[config.mk]
export PLATFORM = sky130hd
export DESIGN_NAME = encoder_iter
export DESIGN_NICKNAME = d
export VERILOG_FILES = /design/src/rtl/encoder_iter.sv
export SDC_FILE = /design/constraint.sdc
export NUM_CORES = 1
export LEC_CHECK = 0
export ABC_AREA = 1
export BUFFER_PORTS_ARGS = -buffer_cell sky130_fd_sc_hd__buf_2
export CAP_MARGIN = 10
export CORE_MARGIN = 8
export CORE_UTILIZATION = 25
export CTS_BUF_LIST = sky130_fd_sc_hd__clkbuf_8 sky130_fd_sc_hd__clkbuf_16
export DETAILED_ROUTE_END_ITERATION = 10
export HOLD_SLACK_MARGIN = 0.02
export PLACE_DENSITY = 0.51
export SLEW_MARGIN = 20
export SYNTH_ARGS = -nofsm -noshare
export SYNTH_HDL_FRONTEND = slang
export SYNTH_SLANG_ARGS = --single-unit
[constraint.sdc]
create_clock -name clk -period 2.8 [get_ports clk]
set_input_delay 0.84 -clock clk [delete_from_list [all_inputs] [get_ports clk]]
set_output_delay 0.84 -clock clk [all_outputs]
set_load 0.005 [all_outputs]
[src/rtl/encoder_iter.sv]
// encoder_iter -- iterative multi-round 16-bit block encoder.
//
// Each accepted block goes through NUM_ROUNDS rounds on one shared round
// datapath, one round per clock. A round is:
//   t      = sbox4(state ^ key_r)        (PRESENT 4-bit S-box on every nibble)
//   u      = shiftrow(t)                 (swap nibble 2 with nibble 0)
//   result = m ? mixcols(u) : u          (per byte {a,b} -> {a^b, a})
// The round key is rotated left by one nibble and XORed with the index of
// the next round after every round. With WHITEN set, the key left over
// after the last round is XORed into the ciphertext.
//
// Parameters:
//   NUM_ROUNDS  rounds per block, 1..15
//   LAST_MIX    1: mixcols also in the final round, 0: skipped there
//   WHITEN      1: XOR the post-schedule key into the ciphertext
//
// Ports:
//   clk          clock, rising edge
//   rst          asynchronous active-high reset
//   in_valid     source offers a block
//   in_ready     block can be accepted (combinational from state, out_ready)
//   in_message   plaintext, sampled on accept
//   in_key       key, sampled on accept
//   out_valid    ciphertext available
//   out_ready    sink accepts the ciphertext
//   out_message  ciphertext (registered, held while out_valid && !out_ready)
//   busy         high while rounds are being computed
module encoder_iter #(
  parameter int NUM_ROUNDS = 4,
  parameter int LAST_MIX   = 0,
  parameter int WHITEN     = 1
) (
  input  logic        clk,
  input  logic        rst,
  input  logic        in_valid,
  output logic        in_ready,
  input  logic [15:0] in_message,
  input  logic [15:0] in_key,
  output logic        out_valid,
  input  logic        out_ready,
  output logic [15:0] out_message,
  output logic        busy
);

  localparam logic [3:0] LAST_ROUND = 4'(NUM_ROUNDS - 1);

  typedef enum logic [1:0] {
    IDLE = 2'd0,
    RUN  = 2'd1,
    DONE = 2'd2
  } fsm_t;

  fsm_t        fsm_q, fsm_d;
  logic [15:0] state_q, state_d;
  logic [15:0] key_q, key_d;
  logic [3:0]  round_q, round_d;
  logic [15:0] out_msg_q, out_msg_d;
  logic        out_valid_q, out_valid_d;

  function automatic logic [3:0] sbox4(input logic [3:0] x);
    logic [3:0] y;
    case (x)
      4'h0: y = 4'hC;
      4'h1: y = 4'h5;
      4'h2: y = 4'h6;
      4'h3: y = 4'hB;
      4'h4: y = 4'h9;
      4'h5: y = 4'h0;
      4'h6: y = 4'hA;
      4'h7: y = 4'hD;
      4'h8: y = 4'h3;
      4'h9: y = 4'hE;
      4'hA: y = 4'hF;
      4'hB: y = 4'h8;
      4'hC: y = 4'h4;
      4'hD: y = 4'h7;
      4'hE: y = 4'h1;
      default: y = 4'h2;
    endcase
    return y;
  endfunction

  // ---------------------------------------------------------------------
  // Round datapath
  // ---------------------------------------------------------------------
  logic [15:0] key_mixed;
  logic [15:0] sub_out;
  logic [15:0] shift_out;
  logic [15:0] mix_out;
  logic [15:0] round_res;
  logic [15:0] key_next;
  logic [15:0] whiten_key;
  logic        last_round;
  logic        mix_en;

  assign key_mixed = state_q ^ key_q;

  genvar gi;
  generate
    for (gi = 0; gi < 4; gi++) begin : g_sbox
      assign sub_out[gi*4 +: 4] = sbox4(key_mixed[gi*4 +: 4]);
    end
  endgenerate

  assign shift_out = {sub_out[15:12], sub_out[3:0], sub_out[7:4], sub_out[11:8]};

  // Each byte is a column {hi, lo}; the new column is {hi ^ lo, hi}.
  generate
    for (gi = 0; gi < 2; gi++) begin : g_mix
      assign mix_out[gi*8+4 +: 4] = shift_out[gi*8+4 +: 4] ^ shift_out[gi*8 +: 4];
      assign mix_out[gi*8   +: 4] = shift_out[gi*8+4 +: 4];
    end
  endgenerate

  assign last_round = (round_q == LAST_ROUND);
  assign mix_en     = !(last_round && (LAST_MIX == 0));
  assign round_res  = mix_en ? mix_out : shift_out;

  // Key for the next round: rotate left one nibble, fold in the next index.
  assign key_next   = {key_q[11:0], key_q[15:12]} ^ {12'h000, 4'(round_q + 4'd1)};
  // On the final round key_next is the post-schedule key used for whitening.
  assign whiten_key = (WHITEN != 0) ? key_next : 16'h0000;

  // ---------------------------------------------------------------------
  // Handshake outputs
  // ---------------------------------------------------------------------
  // A finished block may hand over and accept the next one in the same
  // cycle, so in_ready follows out_ready while DONE.
  assign in_ready    = (fsm_q == IDLE) || ((fsm_q == DONE) && out_ready);
  assign busy        = (fsm_q == RUN);
  assign out_valid   = out_valid_q;
  assign out_message = out_msg_q;

  // ---------------------------------------------------------------------
  // Next-state logic
  // ---------------------------------------------------------------------
  always_comb begin
    fsm_d       = fsm_q;
    state_d     = state_q;
    key_d       = key_q;
    round_d     = round_q;
    out_msg_d   = out_msg_q;
    out_valid_d = out_valid_q;

    case (fsm_q)
      IDLE: begin
        if (in_valid) begin
          state_d = in_message;
          key_d   = in_key;
          round_d = 4'd0;
          fsm_d   = RUN;
        end
      end

      RUN: begin
        state_d = round_res;
        key_d   = key_next;
        if (last_round) begin
          // Counter parks at 0 so it never runs past the final round index.
          round_d     = 4'd0;
          out_msg_d   = round_res ^ whiten_key;
          out_valid_d = 1'b1;
          fsm_d       = DONE;
        end else begin
          round_d = 4'(round_q + 4'd1);
        end
      end

      DONE: begin
        if (out_ready) begin
          out_valid_d = 1'b0;
          if (in_valid) begin
            state_d = in_message;
            key_d   = in_key;
            round_d = 4'd0;
            fsm_d   = RUN;
          end else begin
            fsm_d = IDLE;
          end
        end
      end

      default: begin
        fsm_d       = IDLE;
        out_valid_d = 1'b0;
      end
    endcase
  end

  // ---------------------------------------------------------------------
  // Registers
  // ---------------------------------------------------------------------
  always_ff @(posedge clk or posedge rst) begin
    if (rst) begin
      fsm_q       <= IDLE;
      state_q     <= 16'h0000;
      key_q       <= 16'h0000;
      round_q     <= 4'd0;
      out_msg_q   <= 16'h0000;
      out_valid_q <= 1'b0;
    end else begin
      fsm_q       <= fsm_d;
      state_q     <= state_d;
      key_q       <= key_d;
      round_q     <= round_d;
      out_msg_q   <= out_msg_d;
      out_valid_q <= out_valid_d;
    end
  end

endmodule
; Word-level counts from Yosys, hierarchy flattened
; Memory sizes are Yosys's and may differ from the RTL's.
; Index checks and enable logic that the tools add are counted.
; Widths: inputs -> output; s select.
[op_classes]
add_sub_neg = 1
multipliers = 0
n_div = 0
n_lt_le_gt_ge = 0
n_eq_ne = 6
shift = 0
muxes = 19
n_bitwise = 6
n_reduce_logical = 8
[op_table]
columns = op, n
row1 = $pmux 16 s3, 2
row2 = $mux 16, 5
row3 = $xor 16x16->16, 2
row4 = $xor 16x4->16, 1
row5 = $mux 4, 3
row6 = $pmux 4 s3, 1
row7 = $xor 4x4->4, 2
row8 = $mux 2, 3
row9 = $pmux 2 s3, 1
row10 = $reduce_and 3->1, 2
row11 = $add 4x1->4 const B, 1
row12 = $eq 4x2->1 const B, 1
row13 = $ne 2x2->1 const B, 2
row14 = $reduce_and 2->1, 2
row15 = $mux 1, 3
row16 = $pmux 1 s3, 1
row17 = $reduce_bool 3->1, 1
row18 = $eq 2x1->1 const B, 1
row19 = $eq 2x2->1 const B, 1
row20 = $logic_not 2->1, 1
row21 = $ne 2x1->1 const B, 1
row22 = $logic_and 1x1->1, 1
row23 = $logic_or 1x1->1, 1
row24 = $not 1->1, 1
[totals]
register_bits = 55
latch_bits = 0
ram_bits = 0
romBits = 256
input_bits = 36
word_cells = 50
mem_count = 4
[mem_list]
columns = memory, words, width, rd, rd_clocked_by_memory_dff, wr, line_no
row1 = (name not given), 16, 4, 1, 0, 0, 62  ; case (x)
row2 = (name not given), 16, 4, 1, 0, 0, 62
row3 = (name not given), 16, 4, 1, 0, 0, 62
row4 = (name not given), 16, 4, 1, 0, 0, 62

; Depth between registers and ports, before layout
; Gate-level depths: netlist of the first run.
; An unclocked memory read counts as a cell.
[logic_depth]
depth_word = 5
depth_mapped = 15
depth_no_buf = 15

; Worst setup path after synthesis of the first run
; No wires, ideal clock.
[synth_timing]
kind = input to output
from = input port out_ready
to = output port in_ready
t_arrival_ps = 1006
t_required_ps = 1960
setup_slack_ps = 954
path_stages = 2
n_path_buf = 0
path_cell_list = inv_1 > a21oi_1
[synth_between]
elab_chain_len = 2
[synth_lines]
columns = element, line_no
row1 = start: declaration, 40  ; input logic out_ready,
row2 = $logic_and 1x1->1, 129  ; assign in_ready = (fsm_q == IDLE) || ((fsm_q == DONE) && out_ready);
row3 = $logic_or 1x1->1, 129
row4 = end: declaration, 36  ; output logic in_ready,
; Every way passes these cells.

; Worst setup path after layout of the first run
[layout_timing]
from = register key_q[0]
to = register out_msg_q[10], in the netlist out_message[10]
[layout_between]
elab_chain_len = 4
[layout_lines]
columns = element, line_no
row1 = start: declaration, 55  ; logic [15:0] key_q, key_d;
row2 = start signal: assignment, 204  ; key_q <= key_d;
row3 = $xor 16x16->16, 96  ; assign key_mixed = state_q ^ key_q;
row4 = $mem_v2 16x4, n/a
row5 = $mux 16, 117  ; assign round_res = mix_en ? mix_out : shift_out;
row6 = $xor 16x16->16, 161  ; out_msg_d = round_res ^ whiten_key;
row7 = end signal: assignment, 206  ; out_msg_q <= out_msg_d;
row8 = end: declaration, 57  ; logic [15:0] out_msg_q, out_msg_d;
; Every way passes these cells.
; A chain may end at the register's enable or synchronous reset.

==> flow_metrics.tcl, run 1 <==
set metrics [dict create \
    place_congestion 0.853 \
    fillers 1804 \
    grt_max_degree 51 \
    top_usage_layer "met2" \
    num-nets-final 716 \
    setup_viol 0 \
    ant_nets 0 \
    dieArea_sq_um 20600 \
    area_delta_synth_final_pct 16.2 \
    wl_per_cell_um 15.1 \
    min_period_ns 2.19 \
    dr.first_iter.drc_count 222 \
    grt_pass1_vias 3869 \
    ys_ff_latch 55 \
    path_common_cell "nand2_1" \
    cts_hold_buf 0 \
    multi_input_area_sq_um 2370 \
    antenna_found_initial 0 \
    dp_hpwl_mm 10.2 \
    grt-ovfl-total 0 \
    slew_headroom_pct 58.8 \
    slowest_stage "dfrtp_1" \
    initial_utilization_pct 25.6 \
    critPathMaxStageDelay_ns 0.39 \
    drt-vias-per-instance 4.56 \
    critPathKind "reg -> reg" \
    hold_class "reg -> reg" \
    synth_area_leader_cell "dfrtp_1" \
    clock_path_buffers 2 \
    crit_family "simple AND/OR/NAND/NOR gates" \
    pin_count 55 \
    clock-sinks 55 \
    cts_max_level 2 \
    cts_resized 0 \
    layout_common_cells "254 x nand2_1, 73 x nand3_1, 56 x inv_1" \
    postRouteWirelength_mm 13.2 \
    hold_viol 0 \
    drc 0 \
    layout_commonest_cell "nand2_1" \
    critPathLaunchType "register" \
    max_freq_mhz 457 \
    grt_use_total_pct 13.2 \
    root_buffer "clkbuf_16" \
    final.period_utilization_pct 78.2 \
    n_antenna_cell 0 \
    cp_num_buf_inv 2 \
    clk_latency_ns 0.31 \
    endpoint_kind "register" \
    clkSlewWorstSetupHoldPaths_ns 0.07 \
    ys_seq_area_share_pct 33.8 \
    die_y_um 144 \
    grt_pass1_wl_mm 20.8 \
    layout-drive-gt1-share_pct 12.9 \
    core_sq_um 15900 \
    fin_util_pct 29.8 \
    vias 3993 \
    rsz0062_at_grt "false" \
    post_cts_buffers 0 \
    grt_use_met1_pct 17.9 \
    worst_ep_required_time_ns 2.99 \
    tightestPinTransition_ns 0.617 \
    synth_cells 610 \
    synth.distinct_cells 35 \
    drt_pass1_iterations 5 \
    yosys_warnings 0 \
    final_area_sq_um 4730 \
    cts_tree "done" \
    synth_area_leaders "dfrtp_1 34%, nand2_1 23%, nand3_1 9.0%, ha_1 6.4%, inv_1 5.3%" \
    finalMaxSlewViolations 0 \
    rows 46 \
    avgSynthCellArea_sq_um 6.68 \
    seq_area_sq_um 1380 \
    maxCapViolCount 0 \
    placed_area_sq_um 4570 \
    synth_top_area_share_pct 33.8 \
    use_met3_pct 1.92 \
    fp.dieW_um 144 \
    crit_fanout 6 \
    status "completed" \
    tns_ns 0 \
    clock_skew_ns 0.0113 \
    use_met2_pct 21.3 \
    cp.arrival_ns 2.38 \
    synth_area_sq_um 4070 \
    numCtsBuffers 5 \
    portBuffers 54 \
    path_cells "inv_1 -> nand2_1 -> nand2_1 -> ha_1 -> inv_1 -> nand3_1 -> nand3_1 -> nand2_2 -> o21ai_0 -> nand2_1 -> nand3_1 -> nand2_1" \
    synth_nets 667 \
]
sequential cells by signal, indices dropped and copies added (netlist names):
register / flops
round_q: 4
key_q: 16
state_q: 16
out_message: 16
out_valid: 1
fsm_q: 2
final cells by class:
type                            count  area share [%]
Timing Repair Buffer               60            6.93
Inverter                           62            4.92
Clock inverter                      1           0.159
Clock buffer                        7            3.22
Multi-Input combinational cell    475            50.0
Tap cell                          216            5.71
Sequential cell                    55            29.1
metrics by stage:
stage | setup WS (ns) | hold WS [ns] | cells
finish | 0.611 | 0.474 | 876
global route | 0.341 | 0.498 | 876
CTS | 0.607 | 0.480 | 876
detailed placement | 0.619 | 0.461 | 868
floorplan | 0.617 | 0.471 | 610
global placement | 0.606 | 0.465 | 868
final timing paths:
check | start | endpoint | slack [ns] | depth (start not counted)
max in group asynchronous | rst | key_q[6]$_DFFE_PP0P_ | 1.59 | 3
hold / removal | out_message[11]$_DFFE_PP0P_ | out_message[11]$_DFFE_PP0P_ | 0.47 | 2
min in group asynchronous | rst | state_q[5]$_DFFE_PP0P_ | 0.60 | 2
setup reg to reg | key_q[0]$_DFFE_PP0P_ | out_message[10]$_DFFE_PP0P_ | 0.61 | 12
hold reg to reg | out_message[11]$_DFFE_PP0P_ | out_message[11]$_DFFE_PP0P_ | 0.47 | 2
setup / recovery | key_q[0]$_DFFE_PP0P_ | out_message[10]$_DFFE_PP0P_ | 0.61 | 12
logic make-up (layout without fill, tap and decap cells):
| kind of cell | Yosys count | after routing | share of synthesized area [%] |
|---|---|---|---|
| adder cells (fa/ha/maj) | 21 | 21 | 6.45 |
| flip-flops | 55 | 55 | 33.8 |
| buffers and inverters | 80 | 130 | 8.14 |
| AO/OA/AOI/OAI | 81 | 81 | 11.9 |
| AND/OR/NAND/NOR | 360 | 360 | 36.4 |
| XOR/XNOR | 13 | 13 | 3.35 |
cells in the mapped netlist:
master and number:
a21oi_1 21, nor2_2 1, o211ai_1 16, or2_1 1
ha_1 21, nand4_1 1, a21oi_2 1, clkbuf_8 1
nand3_1 73, xnor2_1 4, a21oi_4 1, xor2_1 6
nand4_2 1, nor2_1 24, o21ai_2 1, buf_4 1
buf_6 1, buf_2 8, nor2_4 1, o21ai_0 24
xnor2_2 1, a32o_1 1, inv_2 4, o21ai_1 5
inv_1 57, nand2_2 2, dfrtp_1 55, clkinv_1 1
xor2_2 2, clkbuf_1 7, o22ai_1 9, nand3_2 1
nand2_1 254, nand3b_1 1, a22oi_1 2
per-layer routing:
metal	vias up	routed length [um]	part of all wire, %
met5	-	0	0
met2	61	6130	46
met3	8	397	3.0
li1	2061	-	-
met4	0	144	1.1
met1	1863	6520	49
worst min-delay path: cells and delay by family, from the launching register on:
kind          cells  cell delay [ns]
simple gates      2             0.10
flops             1             0.34
Power of run 1 is not shown: default switching activity piles up to over one toggle a cycle in this logic, so the estimate is an artifact.
==> run 2: changes to the inputs <==
- clock period: 2.8 -> 2.2 ns (I/O delays scaled with it)
==> flow_metrics.tcl, run 2 (same netlist as run 1, synthesis figures left out) <==
set metrics [dict create \
    status "completed" \
    min_period_ns 2.05 \
    n_antenna_cell 0 \
    grt_use_total_pct 13.2 \
    root_buffer "clkbuf_16" \
    cts_max_level 2 \
    dp_hpwl_mm 10.2 \
    cp.arrival_ns 2.24 \
    layout_commonest_cell "nand2_1" \
    cts_tree "done" \
    place_congestion 0.854 \
    maxCapViolCount 0 \
    grt_max_degree 56 \
    crit_fanout 6 \
    layout_common_cells "251 x nand2_1, 73 x nand3_1, 56 x inv_1" \
    layout-drive-gt1-share_pct 13.7 \
    drt_pass1_iterations 5 \
    initial_utilization_pct 25.6 \
    pin_count 55 \
    setup_viol 0 \
    rows 46 \
    slew_headroom_pct 66.0 \
    worst_slack_ns 0.149 \
    postRouteWirelength_mm 13.3 \
    critPathKind "reg -> reg" \
    grt_pass1_vias 3893 \
    hold_class "in -> async" \
    rsz0062_at_grt "false" \
    path_common_cell "nand2_1" \
    ant_nets 0 \
    path_cells "inv_1 -> nand2_1 -> nand2_2 -> ha_1 -> inv_1 -> nand3_1 -> nand3_1 -> nand2_2 -> nand2_1 -> nand2_1 -> nand2_1 -> nand2_1 -> nand3_1 -> nand2_1" \
    max_freq_mhz 488 \
    worst_ep_required_time_ns 2.39 \
    slowest_stage "dfrtp_1" \
    r2r_start "key_q[1]$_DFFE_PP0P_" \
    fp.dieW_um 144 \
    critPathLaunch "key_q[1]$_DFFE_PP0P_" \
    vias 4086 \
    placement.setup.worst_slack_ns 0.127 \
    final.period_utilization_pct 93.2 \
    num-nets-final 719 \
    clkSlewWorstSetupHoldPaths_ns 0.07 \
    numCtsBuffers 5 \
    grt_pass1_wl_mm 20.9 \
    drt-vias-per-instance 4.65 \
    tns_ns 0 \
    portBuffers 54 \
    clock-sinks 55 \
    grt-ovfl-total 0 \
    die_y_um 144 \
    endpoint_kind "register" \
    hold_viol 0 \
    core_sq_um 15900 \
    dr.first_iter.drc_count 276 \
    critPathLaunchType "register" \
    wl_per_cell_um 15.1 \
    post_cts_buffers 0 \
    antenna_found_initial 0 \
    critPathMaxStageDelay_ns 0.39 \
    clock_path_buffers 2 \
    drc 0 \
    area_delta_synth_final_pct 16.9 \
    finalMaxSlewViolations 0 \
    cts_hold_buf 0 \
    clk_latency_ns 0.31 \
    clock_skew_ns 0.00923 \
    tightestPinTransition_ns 0.507 \
    dieArea_sq_um 20600 \
    cts_resized 0 \
]
[run 2: worst paths after layout]
path	end	slack, ns	cells past startpoint
max	out_message[14]$_DFFE_PP0P_	0.15	14
min	fsm_q[1]$_DFFE_PP0P_	0.40	3
max reg2reg	out_message[14]$_DFFE_PP0P_	0.15	14
min reg2reg	out_message[1]$_DFFE_PP0P_	0.48	2
max in group asynchronous	key_q[9]$_DFFE_PP0P_	1.54	3
min in group clk	out_message[1]$_DFFE_PP0P_	0.48	2
[run 2: area by class of cell]
class	instances	area [sq um]
fillers	1842	11100
multi-input cells	475	2380
flip-flops and latches	55	1380
repair buffers	63	363
well taps	216	270
inverters	62	233
clock buffers	5	125
clock inverters	3	16.3
[run 2: per-layer routing]
layer	wire length, um	vias to the layer above	global-route usage, %
met5	0	-	0
met4	98	0	2.66
met3	514	7	2.02
met2	6380	73	22.4
met1	6310	1941	17.4
li1	-	2065	-
[run 2: worst max-delay path, delay by kind of cell, from the launching register on]
kind                     cells  cell delay (ns)
adder cells (fa/ha/maj)      1             0.33
AND/OR/NAND/NOR             11             1.04
flip-flops                   1             0.39
buffers and inverters        2             0.17
[run 2: metrics by stage]
stage,cells,cell area (sq um),util [%],hold WS (ns)
6_report,879,4760,30.0,0.400
5_1_grt,879,4760,30.0,0.434
4_1_cts,879,4750,29.9,0.419
3_5_place_dp,871,4610,29.0,0.464
3_3_place_gp,871,4610,29.0,0.463
2_1_floorplan,610,4070,-,0.471
Power of run 2 is left out for the same reason.
==> run 3: changes to the inputs <==
- PLACE_DENSITY: 0.51 -> default
- clock period: 2.2 -> 2.6 ns (I/O delays scaled with it)
==> flow_metrics.tcl, run 3 (same netlist as run 1, synthesis figures left out) <==
set metrics [dict create \
    status "completed" \
    cts_resized 0 \
    portBuffers 54 \
    tightestPinTransition_ns 0.598 \
    hold_viol 0 \
    maxCapViolCount 0 \
    max_freq_mhz 475 \
    pin_count 55 \
    clock_skew_ns 0.00436 \
    vias 4094 \
    dieArea_sq_um 20600 \
    cts_tree "done" \
    dp_hpwl_mm 10.0 \
    worst_ep_required_time_ns 2.78 \
    clkSlewWorstSetupHoldPaths_ns 0.07 \
    antenna_found_initial 0 \
    grt_pass1_vias 3879 \
    fillers 1815 \
    finalMaxSlewViolations 0 \
    num-nets-final 718 \
    layout-drive-gt1-share_pct 13.0 \
    tns_ns 0 \
    core_sq_um 15900 \
    critPathKind "reg -> reg" \
    layout_commonest_cell "nand2_1" \
    setup_viol 0 \
    grt_pass1_wl_mm 20.7 \
    wl_per_cell_um 14.7 \
    n_antenna_cell 0 \
    place_congestion 0.843 \
    fp.dieW_um 144 \
    dr.first_iter.drc_count 269 \
    layout_common_cells "254 x nand2_1, 73 x nand3_1, 57 x inv_1" \
    area_delta_synth_final_pct 17.9 \
    drc 0 \
    die_y_um 144 \
    hold_class "reg -> reg" \
    clock-sinks 55 \
    cts_hold_buf 0 \
    post_cts_buffers 0 \
    ant_nets 0 \
    grt-ovfl-total 0 \
    drt-vias-per-instance 4.66 \
    grt_max_degree 51 \
    final.period_utilization_pct 80.9 \
    initial_utilization_pct 25.6 \
    rows 46 \
    cts_max_level 2 \
    clk_latency_ns 0.29 \
    cp.arrival_ns 2.28 \
    postRouteWirelength_mm 12.9 \
    crit_fanout 6 \
    slew_headroom_pct 60.1 \
    root_buffer "clkbuf_16" \
    critPathLaunchType "register" \
    grt_use_total_pct 12.8 \
    fin_util_pct 30.2 \
    min_period_ns 2.10 \
    numCtsBuffers 5 \
    rsz0062_at_grt "false" \
    drt_pass1_iterations 5 \
    endpoint_kind "register" \
    clock_path_buffers 2 \
]
[run 3: cell count changes in the layout (fill, tap and decap cells not counted), sizes merged]
cell and delta:
bufinv +2, clkinvlp -1, buf -1, clkinv -1
[run 3: final cells by class]
type                            count  area, sq um  area share [%]
Multi-Input combinational cell    475         2370            49.3
Tap cell                          216          270            5.63
Clock buffer                        5          125            2.61
Sequential cell                    55         1380            28.7
Timing Repair Buffer               62          368            7.66
Inverter                           62          233            4.85
Clock inverter                      3         63.8            1.33
[run 3: stage by stage]
step	hold slack [ns]	cells	instance area, sq um	setup WS [ns]
floorplan	0.471	610	4070	0.477
finish	0.476	878	4800	0.496
CTS	0.480	878	4800	0.507
global placement	0.460	870	4610	0.493
detailed placement	0.460	870	4610	0.501
global route	0.495	878	4800	0.244
[run 3: final timing paths]
kind / start / end / slack [ns] / cells past startpoint
setup / recovery: key_q[0]$_DFFE_PP0P_ / out_message[14]$_DFFE_PP0P_ / 0.50 / 14
hold / removal: out_message[5]$_DFFE_PP0P_ / out_message[5]$_DFFE_PP0P_ / 0.48 / 2
setup reg to reg: key_q[0]$_DFFE_PP0P_ / out_message[14]$_DFFE_PP0P_ / 0.50 / 14
hold reg to reg: out_message[5]$_DFFE_PP0P_ / out_message[5]$_DFFE_PP0P_ / 0.48 / 2
max in group asynchronous: rst / state_q[6]$_DFFE_PP0P_ / 1.46 / 3
min in group asynchronous: rst / out_valid$_DFFE_PP0P_ / 0.54 / 2
[run 3: critical path: stages, from the launching register on]
cell,delay [ns]
dfrtp_1,0.41
inv_1,0.13
nand2_1,0.06
nand2_1,0.19
ha_1,0.28
inv_1,0.08
nand3_1,0.13
nand3_1,0.13
nand2_2,0.09
nand2_1,0.07
nand2_1,0.06
nand2_1,0.09
nand2_1,0.07
nand3_1,0.14
nand2_1,0.07
[run 3: metal layers]
layer	global-route usage, %	up-vias	wire [um]
met5	0	-	0
met4	3.38	0	215
met3	1.86	11	647
met2	21.0	98	6110
met1	17.0	1917	5930
li1	-	2068	-
Power of run 3 is left out for the same reason.
